<file path="src/rtl/bram_dp_init.sv">
// Simple-dual-port block RAM with post-reset clear to INIT_VALUE, a ready flag,
// read-valid/collision tracking, selectable read-during-write and optional output register.
module bram_dp_init #(
  parameter int                    DATA_WIDTH = 8,
  parameter int                    ADDR_WIDTH = 8,
  parameter logic [DATA_WIDTH-1:0] INIT_VALUE = '0,
  parameter bit                    BYPASS     = 1'b1,
  parameter bit                    OUT_REG    = 1'b0
) (
  input  logic                  clk,
  input  logic                  rst,
  input  logic                  w_en,
  input  logic [ADDR_WIDTH-1:0] w_addr,
  input  logic [DATA_WIDTH-1:0] w_data,
  input  logic                  r_en,
  input  logic [ADDR_WIDTH-1:0] r_addr,
  output logic [DATA_WIDTH-1:0] r_data,
  output logic                  r_valid,
  output logic                  collision,
  output logic                  ready
);

  // state | meaning
  // CLEAR | writing INIT_VALUE to mem[cnt]; user ports ignored
  // RUN   | normal operation; ready=1 until rst
  typedef enum logic {CLEAR, RUN} state_t;

  localparam int DEPTH = 2 ** ADDR_WIDTH;

  state_t                state;
  logic [ADDR_WIDTH-1:0] cnt;
  logic [DATA_WIDTH-1:0] mem [DEPTH];
  logic [DATA_WIDTH-1:0] rd_word;
  logic [DATA_WIDTH-1:0] s1_data;
  logic                  s1_valid;
  logic                  s1_coll;
  logic                  acc_rd;
  logic                  acc_wr;
  logic                  hit;

  assign acc_rd  = (state == RUN) && r_en;
  assign acc_wr  = (state == RUN) && w_en;
  assign hit     = acc_wr && (w_addr == r_addr);
  assign rd_word = (BYPASS && hit) ? w_data : mem[r_addr];

  // Array has no reset so it maps onto block RAM; the clear sweep initialises it.
  always_ff @(posedge clk) begin
    if (!rst) begin
      if (state == CLEAR) mem[cnt] <= INIT_VALUE;
      else if (w_en)      mem[w_addr] <= w_data;
    end
  end

  always_ff @(posedge clk) begin
    if (rst) begin
      state     <= CLEAR;
      cnt       <= '0;
      ready     <= 1'b0;
      r_data    <= '0;
      r_valid   <= 1'b0;
      collision <= 1'b0;
      s1_data   <= '0;
      s1_valid  <= 1'b0;
      s1_coll   <= 1'b0;
    end else begin
      if (state == CLEAR) begin
        cnt <= cnt + 1'b1;
        if (cnt == '1) begin
          state <= RUN;
          ready <= 1'b1;
        end
      end

      if (OUT_REG) begin
        s1_valid  <= acc_rd;
        s1_coll   <= acc_rd && hit;
        if (acc_rd)   s1_data <= rd_word;
        if (s1_valid) r_data  <= s1_data;
        r_valid   <= s1_valid;
        collision <= s1_coll;
      end else begin
        if (acc_rd) r_data <= rd_word;
        r_valid   <= acc_rd;
        collision <= acc_rd && hit;
      end
    end
  end

endmodule

</file>
<file path="config.mk">
export PLATFORM = sky130hd
export DESIGN_NAME = bram_dp_init
export DESIGN_NICKNAME = d
export VERILOG_FILES = /design/src/rtl/bram_dp_init.sv
export SDC_FILE = /design/constraint.sdc
export NUM_CORES = 2
export LEC_CHECK = 0
export ABC_CLOCK_PERIOD_IN_PS = 6950
export CORE_ASPECT_RATIO = 1.5
export CORE_MARGIN = 2
export CORE_UTILIZATION = 42
export CTS_CLUSTER_DIAMETER = 40
export DETAILED_ROUTE_END_ITERATION = 16
export DONT_BUFFER_PORTS = 1
export PLACE_DENSITY = 0.56
export SLEW_MARGIN = 20
export SYNTH_ARGS = -nofsm -noshare
export SYNTH_HDL_FRONTEND = slang
export SYNTH_SLANG_ARGS = --single-unit
</file>
<file path="constraint.sdc">
create_clock -name clk -period 6.95 [get_ports clk]
set_clock_uncertainty 0.15 [all_clocks]
set_input_delay 0.695 -clock clk [delete_from_list [all_inputs] [get_ports clk]]
set_output_delay 0.695 -clock clk [all_outputs]
set_load 0.005 [all_outputs]
</file>
After elaboration in Yosys (flattened, before gate mapping)
Memory sizes are Yosys's and may differ from the RTL's. A register that Yosys moved wholly into a read port is not among the register bits.
Index checks and enable logic that the tools add are counted.
{"block": "totals", "regBits": 12, "word_cells": 28, "mem_bits_rw": 2048, "output_inout_bits": 11, "inputBits": 28, "memories": 1}
{"memory": "mem", "depth": 256, "width": 8, "read_ports": 1, "rd_clocked_by_memory_dff": 1, "write_ports": 1, "line": "32", "rtl": "logic [DATA_WIDTH-1:0] mem [DEPTH];"}
{"block": "classes", "reduce_logical": 6, "bitwise_logic": 1, "addsub": 1, "n_mux": 12, "n_eq_ne": 2}
{"cell": "$mux 8", "n": 2}
{"cell": "$mux 1", "n": 10}
{"cell": "$add 8x1->8 const B", "n": 1}
{"cell": "$eq 8x8->1", "n": 1}
{"cell": "$eq 8x8->1 const B", "n": 1}
{"cell": "$reduce_or 8->1", "n": 1}
{"cell": "$logic_and 1x1->1", "n": 4}
{"cell": "$reduce_and 2->1", "n": 1}
{"cell": "$not 1->1", "n": 1}

Logic depth before layout (Yosys ltp)
{"block": "depth", "ltp_word": 6, "depth_mapped": 14, "mapped_depth_nobuf": 7}

Worst setup path before layout
OpenSTA, ideal clock, no wires.
{"block": "synth_path", "path_type": "input to register", "startpoint": "input rst", "endpoint": "memory mem[0][0], data pin", "t_arrival_ns": 4.898, "stages": 5, "t_required_ns": 5.927, "setup_ns": 0.873, "path_buffers": 3, "slack_ns": 1.029, "path_cell_list": "and3b_1 clkbuf_1 clkbuf_1 clkbuf_1 and2_1"}
{"block": "synth_between", "elab_chain_cells": 4}
{"item": "from (decl)", "line": "11", "rtl": "input logic rst,"}
{"item": "$mux 1", "line": "48", "rtl": "if (!rst) begin"}
{"item": "$mux 1 (not written as such)", "line": "50", "rtl": "else if (w_en) mem[w_addr] <= w_data;"}
{"item": "$reduce_or 8->1 (no line)"}
{"item": "$mux 8 (no line)"}
{"item": "to (decl)", "line": "32"}
Every way passes these cells.

==> results by group <==
GRT
  • Residual overflow from global routing: 0
  • GRT Util Overall: 0.238
  • Initial antenna violation count: 10
  • Largest net degree at the start of global routing: roughly 610
  • Global-route wire length before repair: 327 mm
  • Vias in the first global route: about 42,000

Placed design
  • RD Place Congestion: 0.890
  • Number of buffers added on ports: 0
  • HPWL Detailed: roughly 140 mm

CTS
  • Total CTS buffers: a little under 200
  • Worst skew pair latency: 0.84 ns
  • H-tree levels: 4
  • TritonCTS clock tree: built
  • Clk slew on worst S/H paths: about 0.06 ns
  • CTS Buffer Depth: 4
  • Sink Count: about 2,100
  • CTS Root Cell: clkbuf_16
  • Resize count post-CTS: 0

Routing
  • Remaining DRCs: 0
  • Detailed Routing Iterations Pass 1: 8
  • Vias per std cell: 6.10
  • DR vias: between 40,000 and 50,000
  • WL per Instance: ~35 µm
  • Routed WL: between 200 and 250 mm
  • DRT antenna net count: 0
  • Initial DRC Count: ~4,400

STA
  • RSZ-0062 raised after global routing: no
  • Final Cycle Share: 0.880
  • Min Tclk post-route: slightly above 6 ns
  • Headroom to the max-slew limit: 0.160
  • Fin. Hold Viols: 0
  • Setup violations, final: 0
  • Slew @ Worst Pin: approximately 1.3 ns
  • Final Max Slew Viols: 0
  • Peak Freq: ~0.16 GHz
  • Setup_tns: 0 ns

Synth
  • Syn Area/Cell: 20.4 µm²
  • Seq/Total Area, Yosys: 0.761
  • Syn Inst Count: 3,991
  • Synth warn: 0
  • Synth Register Bits: approximately 2,100
  • Mapped Area: 81,300 µm²
  • Post-synth ARST share: 0
  • Top cell type's share of synthesized area: 0.756
  • Synth top area cells: edfxtp_1 (76%), mux4_2 (12%), mux2i_1 (2.5%)
  • Netlist cell types: 65
  • Post-synth top area cell: edfxtp_1
  • EDFF count, synth: about 2,000
  • Syn nets: 4,020
  • Primary FF master, synth: edfxtp_1

Final layout
  • Layout Nets: 4,060
  • Layout cell share with drive strength beyond 1: 0.202
  • Area Growth Syn to Fin: 10.7%

Power and ir drop
  • Leakage: between 30 and 40 nW
  • Total power: ~25 mW
  • Worst-case vdd ir drop: about 0.24 mV
  • Power Density: approximately 280 nW/µm²

Worst setup path
  • FF-to-FF path depth: 6
  • R2r endpoint: mem[33][3]
  • WP data required: between 7 and 8 ns
  • WP data arrival: between 6 and 7 ns
  • Crit path launch type: primary input
  • R2R Path Start: state
  • Worst-path fanout max: 148
  • Worst R2R Setup Slack: roughly 2.0 ns
  • Critical path class: primary input to flop
  • Endpoint type of the worst setup path: flop

Floorplan
  • Core area: 192,000 µm²
  • Die Width: roughly 360 µm
  • Initial core utilization: 0.423
  • Number of top-level pins: 39
  • Chip Height: between 500 and 600 µm
  • Std cell rows: between 150 and 200
  • Die area: between 150,000 and 200,000 µm²

Outcome
  • Status: complete, no violations

Flow run
  • Max cap viols: 0

Hold path
  • Hold depth: 2
  • Hold worst-path end: r_data[4]
  • Hold path start: r_addr[6]
  • HP Class: primary input to flop
[cell families (layout without fill, tap and decap cells)]
logic type	count (synthesis)	count (layout)	synth area share
simple gates	602	602	0.0330
fa+ha+maj	1	1	0.000154
mux	661	661	0.150
flops	2068	2068	0.761
buf+inv	251	439	0.0208
compound gates	398	398	0.0341
xor+xnor	10	10	0.00108
other cells	0	6	0
[worst max-delay path: stages]
cell and delay, ns:
buf_16 0.55, buf_16 0.70, buf_16 0.63, mux4_2 0.63
mux2i_1 0.68, o22ai_1 0.19, a21oi_1 0.69, nand4_1 0.42
a221oi_1 0.78, o32ai_1 0.14
[synthesized netlist by cell type, drive strengths merged (20+ instances only)]
| library cell | count |
|---|---|
| nor3 | 20 |
| edfxtp | 2048 |
| a21oi | 62 |
| mux2 | 23 |
| a31oi | 26 |
| a22oi | 118 |
| nand2 | 111 |
| buf | 139 |
| dfxtp | 20 |
| nor2 | 298 |
| mux2i | 201 |
| mux4 | 437 |
| o21ai | 38 |
| nor2b | 27 |
| clkbuf | 103 |
| o22ai | 40 |
| nand3 | 56 |
[what timing repair did]
action	CTS	global route
endpoints found under the hold margin	19	0
hold buffers	3	0
buffers inserted	0	0
[worst max path at each step]
stage | slack (ns) | start | end | cells after the start
3_3_place_gp | 2.17 | rst | mem[33][1] | 6
5_1_grt | 0.86 | r_addr[0] | r_data[4] | 10
3_5_place_dp | 1.96 | rst | mem[33][2] | 6
4_1_cts | 2.09 | state | mem[33][3] | 6
2_1_floorplan | 1.03 | rst | mem[0][0] | 5
6_report | 0.84 | r_addr[0] | r_data[4] | 10
[power breakdown]
group          switching, mW  internal [mW]  total (mW)  leakage, nW
sequential           0.00594           13.5        13.5         22.7
combinational          0.482          0.282       0.764         6.08
clock                   4.65           6.00        10.7         3.03
total                   5.14           19.8        24.9         31.8
[layout by cell type, fill, tap and decap left out, drive strengths merged, types with 15 or more instances in the layout]
master and instances:
edfxtp 2048, mux4 437, nor2 298, clkbuf 239
mux2i 201, a22oi 118, nand2 111, buf 83
a21oi 62, clkinv 62, nand3 56, o22ai 40
o21ai 38, nor2b 27, a31oi 26, mux2 23
nor3 20, dfxtp 20, bufinv 19, inv 19
nand2b 16, a211oi 16, nand3b 15, a221oi 15
[per-stage QoR]
stage | std cells | setup slack, ns | hold WS, ns | utilization | instance area [µm²]
6_report | 6672 | 0.836 | 0.122 | 0.468 | 90100
4_1_cts | 6661 | 2.09 | 0.0539 | 0.468 | 89900
2_1_floorplan | 3991 | 1.03 | 0.310 | - | 81300
3_5_place_dp | 6312 | 1.96 | 0.445 | 0.435 | 83600
3_3_place_gp | 6312 | 2.17 | 0.419 | 0.435 | 83600
5_1_grt | 6667 | 0.857 | 0.0727 | 0.468 | 90000
[metal layers]
layer,vias to the layer above,part of all wire,global-route usage
met2,1723,0.52,0.416
met3,455,0.069,0.0412
li1,16600,-,-
met5,-,0.00019,0
met4,6,0.050,0.105
met1,21900,0.36,0.289
[flip-flops by register name, indices dropped and copies added, names as in the netlist]
name	flops
cnt	8
collision	1
mem	2048
r_data	8
r_valid	1
ready	1
state	1
[final cells by class]
type | instances | area, µm²
fillers | 16000 | 102000
flip-flops and latches | 2068 | 61900
multi-input cells | 1672 | 17900
clock buffers | 239 | 5150
well taps | 2487 | 3110
clock inverters | 107 | 1140
repair buffers | 86 | 841
inverters | 7 | 28.8
diodes | 6 | 15.0
Note: power is estimated with default switching activity, not from simulation.
